`src/rtl/uart_pkg.sv`:
```
// Shared UART definitions: receiver state encoding, bit-period helper and the 2-of-3 vote.
package uart_pkg;

  typedef enum logic [2:0] {
    S_IDLE  = 3'd0,
    S_START = 3'd1,
    S_DATA  = 3'd2,
    S_STOP  = 3'd3,
    S_BREAK = 3'd4
  } uart_state_e;

  // Same integer-divide bit period that uart_tx uses, so both ends agree on timing.
  function automatic int unsigned clks_per_bit(input int unsigned clk_freq,
                                               input int unsigned baud_rate);
    return clk_freq / baud_rate;
  endfunction

  function automatic logic maj3(input logic a, input logic b, input logic c);
    return (a & b) | (a & c) | (b & c);
  endfunction

endpackage

```
`src/rtl/uart_sync2.sv`:
```
// Two-flop synchroniser for a single asynchronous bit; RST_VAL sets the reset/idle level.
module uart_sync2 #(
  parameter logic RST_VAL = 1'b1
) (
  input  logic clk,
  input  logic rst_n,
  input  logic d_i,
  output logic q_o
);

  logic meta_q;
  logic sync_q;

  always_ff @(posedge clk) begin
    if (!rst_n) begin
      meta_q <= RST_VAL;
      sync_q <= RST_VAL;
    end else begin
      meta_q <= d_i;
      sync_q <= meta_q;
    end
  end

  assign q_o = sync_q;

endmodule

```
`src/rtl/uart_rx.sv`:
```
// 8-N-1 UART receiver with mid-bit sampling, framing-error flag and break hold-off.
// Build option UART_RX_MAJORITY_EN: 2-of-3 vote around each sample point (needs CLKS_PER_BIT >= 6).
//
// state   | meaning
// S_IDLE  | line idle, waiting for rx_s low
// S_START | half-bit wait, re-check start bit
// S_DATA  | sampling 8 data bits, LSB first
// S_STOP  | sampling stop bit
// S_BREAK | stop bit was low, wait for line to go high
module uart_rx
  import uart_pkg::*;
#(
  parameter int unsigned CLK_FREQ  = 50000000,
  parameter int unsigned BAUD_RATE = 115200,
  parameter int          CNT_W     = 16
) (
  input  logic       clk,
  input  logic       rst_n,
  input  logic       rx,
  output logic [7:0] rx_data,
  output logic       rx_valid,
  output logic       rx_busy,
  output logic       frame_err
);

  localparam int unsigned CPB = clks_per_bit(CLK_FREQ, BAUD_RATE);
  localparam logic [CNT_W-1:0] LIM_BIT  = CNT_W'(CPB - 1);
  localparam logic [CNT_W-1:0] LIM_HALF = CNT_W'(CPB / 2 - 1);

  logic rx_s;

  uart_sync2 #(
    .RST_VAL (1'b1)
  ) u_sync (
    .clk   (clk),
    .rst_n (rst_n),
    .d_i   (rx),
    .q_o   (rx_s)
  );

  uart_state_e      state_q, state_d;
  logic [CNT_W-1:0] cnt_q, cnt_d;
  logic [2:0]       idx_q, idx_d;
  logic [7:0]       shift_q, shift_d;
  logic [7:0]       data_q, data_d;
  logic             valid_q, valid_d;
  logic             ferr_q, ferr_d;

  logic [CNT_W-1:0] limit;
  logic             at_limit;
  logic             samp_now;
  logic             samp_bit;

`ifdef UART_RX_MAJORITY_EN
  logic s0_q, s0_d;
  logic s1_q, s1_d;
  logic pend_q, pend_d;
`endif

  always_ff @(posedge clk) begin
    if (!rst_n) begin
      state_q <= S_IDLE;
      cnt_q   <= '0;
      idx_q   <= '0;
      shift_q <= '0;
      data_q  <= '0;
      valid_q <= 1'b0;
      ferr_q  <= 1'b0;
`ifdef UART_RX_MAJORITY_EN
      s0_q    <= 1'b1;
      s1_q    <= 1'b1;
      pend_q  <= 1'b0;
`endif
    end else begin
      state_q <= state_d;
      cnt_q   <= cnt_d;
      idx_q   <= idx_d;
      shift_q <= shift_d;
      data_q  <= data_d;
      valid_q <= valid_d;
      ferr_q  <= ferr_d;
`ifdef UART_RX_MAJORITY_EN
      s0_q    <= s0_d;
      s1_q    <= s1_d;
      pend_q  <= pend_d;
`endif
    end
  end

  always_comb begin
    state_d  = state_q;
    cnt_d    = cnt_q;
    idx_d    = idx_q;
    shift_d  = shift_q;
    data_d   = data_q;
    valid_d  = 1'b0;
    ferr_d   = 1'b0;
    limit    = (state_q == S_START) ? LIM_HALF : LIM_BIT;
    at_limit = (cnt_q == limit);

`ifdef UART_RX_MAJORITY_EN
    // Votes on limit-1, limit and limit+1; the decision cycle restarts the count at 1.
    s0_d     = s0_q;
    s1_d     = s1_q;
    pend_d   = 1'b0;
    samp_now = pend_q;
    samp_bit = maj3(s0_q, s1_q, rx_s);
    if (cnt_q == limit - CNT_W'(1)) s0_d = rx_s;
    if (pend_q) begin
      cnt_d = CNT_W'(1);
    end else if (at_limit) begin
      s1_d   = rx_s;
      pend_d = 1'b1;
      cnt_d  = '0;
    end else begin
      cnt_d = cnt_q + CNT_W'(1);
    end
`else
    samp_now = at_limit;
    samp_bit = rx_s;
    cnt_d    = at_limit ? '0 : cnt_q + CNT_W'(1);
`endif

    case (state_q)
      S_IDLE: begin
        cnt_d = '0;
`ifdef UART_RX_MAJORITY_EN
        pend_d = 1'b0;
`endif
        if (!rx_s) state_d = S_START;
      end
      S_START: begin
        if (samp_now) begin
          if (!samp_bit) begin
            state_d = S_DATA;
            idx_d   = '0;
          end else begin
            state_d = S_IDLE;
            cnt_d   = '0;
          end
        end
      end
      S_DATA: begin
        if (samp_now) begin
          shift_d[idx_q] = samp_bit;
          idx_d          = idx_q + 3'd1;
          if (idx_q == 3'd7) state_d = S_STOP;
        end
      end
      S_STOP: begin
        if (samp_now) begin
          cnt_d = '0;
          if (samp_bit) begin
            data_d  = shift_q;
            valid_d = 1'b1;
            state_d = S_IDLE;
          end else begin
            ferr_d  = 1'b1;
            state_d = S_BREAK;
          end
        end
      end
      S_BREAK: begin
        cnt_d = '0;
`ifdef UART_RX_MAJORITY_EN
        pend_d = 1'b0;
`endif
        if (rx_s) state_d = S_IDLE;
      end
      default: begin
        state_d = S_IDLE;
        cnt_d   = '0;
      end
    endcase
  end

  assign rx_data   = data_q;
  assign rx_valid  = valid_q;
  assign frame_err = ferr_q;
  assign rx_busy   = (state_q != S_IDLE);

endmodule
```
`config.mk`:
```
export PLATFORM = sky130hd
export DESIGN_NAME = uart_rx
export DESIGN_NICKNAME = d
export VERILOG_FILES = /design/src/rtl/uart_pkg.sv /design/src/rtl/uart_sync2.sv /design/src/rtl/uart_rx.sv
export SDC_FILE = /design/constraint.sdc
export NUM_CORES = 1
export LEC_CHECK = 0
export CAP_MARGIN = 20
export CORE_MARGIN = 5
export CORE_UTILIZATION = 65
export DETAILED_ROUTE_END_ITERATION = 6
export DONT_BUFFER_PORTS = 1
export PLACE_DENSITY = 0.79
export SYNTH_ARGS = -nofsm -noshare
export SYNTH_HDL_FRONTEND = slang
export SYNTH_SLANG_ARGS = --single-unit
```
`constraint.sdc`:
```
create_clock -name clk -period 5.5 [get_ports clk]
set_clock_uncertainty 0.2 [all_clocks]
set_input_delay 1.65 -clock clk [delete_from_list [all_inputs] [get_ports clk]]
set_output_delay 1.65 -clock clk [all_outputs]
set_load 0.05 [all_outputs]
```
==> impl_summary.log <==
[metrics] Setup crit end kind: primary output
[metrics] sequential element share of the synthesized area: a little over two fifths
[metrics] max-cap violation count: 0
[metrics] met1 Usage GRT: 26.45%
[metrics] met2 global-route usage: between 30% and 40%
[metrics] area of all placed cells without fillers: around 2100 sq um
[metrics] flip-flop and latch count after synthesis: between 40 and 50
[metrics] total of buffers placed on input and output ports: 0
[metrics] total vias in the final route: 1,497
[metrics] Sum Neg Setup Slack: 0 ns
[metrics] count of boundary I/O pins: 14
[metrics] Post-Place Cells: between 200 and 250
[metrics] power density normalized to cell area: 239.7 nW/um^2
[metrics] worst reg2reg endpoint: rx_data[2]$_SDFFE_PN0P_
[metrics] area fraction of the dominant cell type after synthesis: 41.97%
[metrics] Final Core Density: 68.42%
[metrics] Warnings, synthesis: 0
[metrics] total area of multi-input combinational cells: between 1000 and 1500 sq um
[metrics] clock tree from TritonCTS: built
[metrics] number of synthesized flops with an enable pin: 0
[metrics] Tightest Pin Transition: 0.6851 ns
[metrics] number of antenna violations at the first check in global routing: 0
[metrics] # resized after CTS: 0
[metrics] violation count after the first detailed-routing iteration: ~110
[metrics] Wirelength per Cell: ~16 um
[metrics] crit path max-delay cell type: sky130_fd_sc_hd__dfxtp_1
[metrics] global routing usage on met3: a little over 6%
[metrics] critical path, cell by cell: or3_1
[metrics] diode insertion count for antenna repair: 0
[metrics] async set or reset register ratio after synthesis: 0%
[metrics] Slew Limit Headroom: a little over half
[metrics] crit start category: flip-flop
[metrics] Max Fanout on Critical Path: 14
[metrics] Fmax: 301.3 MHz
[metrics] nets: 216
[metrics] worst hold-check path type: flip-flop to flip-flop
[metrics] clk sinks: 42
[metrics] placed wire-length estimate: 2742 um
[metrics] arrival time worst endpoint: 1.47 ns
[metrics] root buffer selected by CTS: sky130_fd_sc_hd__clkbuf_4
[metrics] dominant register cell in the synthesized netlist: sky130_fd_sc_hd__dfxtp_1
[metrics] leakage power figure: 0.6876 nW
[metrics] number of global-route vias before repair: around 1.4k
[metrics] period utilization: about 60%
[metrics] initial standard-cell utilization of the core: 66.71%
[metrics] highest ir drop seen on vdd: 0.2065 mV
[metrics] source-to-sink clock delay at the later pin of the worst-skew pair: around 0.38 ns
[metrics] depth of the worst register-to-register path: 4
[metrics] number of buffers between clock root and the deepest sink: 2
[metrics] CP top delay family: flip-flops
[metrics] die boundary height: 65.52 um
[metrics] fraction of final layout cells sized beyond drive strength 1: 9.953%
[metrics] hold path depth: 1
[metrics] number of endpoints with negative hold slack in the final report: 0
[metrics] DIE AREA: between 4000 and 5000 sq um
[metrics] largest net degree at the start of global routing: 32
[metrics] total wirelength of the detailed-routed design: 3819 um
[metrics] result of the run: completed
[metrics] r2r setup slk: 3.44 ns
[metrics] total core area: about 3000 sq um
[metrics] global route hottest layer: met2
[metrics] Hold Crit Endpoint: u_sync.q_o$_SDFF_PN1_
[metrics] overflow left after global routing: 0
[metrics] worst path buffer plus inverter count: 0
[metrics] Cell variety after synth: 49
[metrics] Min-Delay Startpoint: u_sync.meta_q$_SDFF_PN1_
[metrics] combined global-route utilization of all metal layers: 19.98%
[metrics] number of buffers inserted during clock tree synthesis: 5
[metrics] Finish-stage setup viols: 0
[metrics] nets in the synthesized netlist: 222
[metrics] final-layout fill cell count: 244
[metrics] register cell area after layout: between 800 and 900 sq um
[metrics] longest individual stage delay on the worst path: roughly 0.63 ns
[metrics] Final Wtd Congestion: 0.9007
[metrics] global-route wire length before repair: 6568 um
[metrics] Cell Count, Final, Fillers Out: 244
[metrics] critical path class: flip-flop to primary output
[metrics] H-tree depth: 2
[metrics] post-DR vias/cell: 6.135
[metrics] unrepaired setup endpoints after global routing: no
[metrics] worst r2r src: cnt_q[9]$_SDFF_PN0_
[metrics] max-slew violation count: 0
[metrics] clock period minus final worst setup slack: between 3 and 4 ns
[metrics] antenna violation net count after detailed routing: 0
[metrics] chip width: 65.52 um
[metrics] post-CTS clock slew at the launch and capture registers of the worst setup and hold paths: between 0.1 and 0.15 ns
[metrics] cell area after synthesis: 2003 sq um
[metrics] count of mapped cells out of synthesis: between 200 and 250
[metrics] Row Count: 20
[metrics] cts hold-fix bufs: 0
[metrics] DRC: 0
[metrics] total setup buffers inserted after CTS: 0
[metrics] synth-to-layout area growth: 2.561%
[metrics] most area-consuming cells after synthesis: sky130_fd_sc_hd__dfxtp_1 42%, sky130_fd_sc_hd__mux2i_1 8.0%, sky130_fd_sc_hd__nand2_1 5.6%
[metrics] Synth area leader: sky130_fd_sc_hd__dfxtp_1
[metrics] Syn Area/Cell: 9.274 sq um
[metrics] post-placement cell area: 1991 sq um
[metrics] CP Data Required Time: 3.65 ns
[metrics] iteration count of the initial detailed-routing pass: 4
==> cell usage after synthesis, drive strengths merged, types with 3 or more instances <==
cell and instances:
inv 5, nor4 7, a21oi 6, nand2b 3, dfxtp 42, nand3 11
nor2 15, or3 3, clkbuf 8, and3 3, xor2 10, nand2 30
and2 4, nor3b 3, ha 3, nand4 11, o21ai 4, buf 5
mux2i 16
==> metal layers <==
metal | share of wire [%] | wire (um) | vias up
li1 | - | - | 761
met5 | 0 | 0 | -
met1 | 49 | 1889 | 710
met4 | 1.8 | 67 | 0
met3 | 3.5 | 134 | 7
met2 | 45 | 1727 | 19
==> through the flow <==
| stage | worst slack (ns) | total power [mW] | hold WS [ns] |
|---|---|---|---|
| 3_3_place_gp | 2.610 | 0.3300 | 0.1966 |
| 5_1_grt | 2.105 | 0.5171 | 0.2571 |
| 4_1_cts | 2.174 | 0.4950 | 0.2320 |
| 3_5_place_dp | 2.583 | 0.3303 | 0.1991 |
| 6_report | 2.181 | 0.4924 | 0.2290 |
| 2_1_floorplan | 2.562 | 0.3303 | 0.1863 |
==> worst max-delay path by stage <==
stage                                  startpoint      end  slack [ns]  depth (start not counted)
after global routing      state_q[1]$_SDFFE_PN0P_  rx_busy        2.10                          1
final                     state_q[1]$_SDFFE_PN0P_  rx_busy        2.18                          1
after global placement    state_q[1]$_SDFFE_PN0P_  rx_busy        2.61                          1
after CTS                 state_q[1]$_SDFFE_PN0P_  rx_busy        2.17                          1
after detailed placement  state_q[1]$_SDFFE_PN0P_  rx_busy        2.58                          1
after floorplan           state_q[1]$_SDFFE_PN0P_  rx_busy        2.56                          2
==> power by group <==
part | internal (mW) | switching (mW) | leakage, nW
Combinational | 0.00497 | 0.0104 | 0.312
Clock | 0.0548 | 0.114 | 0.0366
Sequential | 0.306 | 0.00223 | 0.339
Total | 0.366 | 0.127 | 0.688
==> area by class of cell <==
| cell class | instances | share of cell area [%] |
|---|---|---|
| flip-flops and latches | 42 | 40.93 |
| well taps | 33 | 2.010 |
| multi-input cells | 156 | 53.05 |
| clock buffers | 5 | 1.827 |
| clock inverters | 3 | 1.279 |
| inverters | 5 | 0.9135 |
==> cell families (layout without fill, tap and decap cells) <==
group	Yosys count	count (layout)	share of synthesized area [%]
adders and majority gates	3	3	1.874
xor gates and xnor gates	11	11	4.809
buffers and inverters	18	13	3.623
muxes	16	16	7.995
DFF	42	42	41.97
and+or+nand+nor	104	104	31.11
AOI/OAI and AO/OA	22	22	8.620
==> layout by cell type, fill, tap and decap left out, drive strengths merged, types with 2 or more instances in the layout <==
cell type | Yosys | routed
a21oi | 6 | 6
and2 | 4 | 4
and3 | 3 | 3
and4 | 2 | 2
and4bb | 2 | 2
clkbuf | 8 | 5
dfxtp | 42 | 42
ha | 3 | 3
inv | 5 | 8
mux2i | 16 | 16
nand2 | 30 | 30
nand2b | 3 | 3
nand3 | 11 | 11
nand4 | 11 | 11
nor2 | 15 | 15
nor3 | 2 | 2
nor3b | 3 | 3
nor4 | 7 | 7
nor4b | 2 | 2
o21ai | 4 | 4
o311ai | 2 | 2
o31ai | 2 | 2
or3 | 3 | 3
or4 | 2 | 2
xor2 | 10 | 10
==> flip-flops by register name, summed over array words and instances, names as in the netlist <==
| register | cells |
|---|---|
| cnt_q | 16 |
| rx_data | 8 |
| shift_q | 8 |
| idx_q | 3 |
| state_q | 3 |
| frame_err | 1 |
| rx_valid | 1 |
| u_sync.meta_q | 1 |
| u_sync.q_o | 1 |
Note: power is estimated with default switching activity, not from simulation.
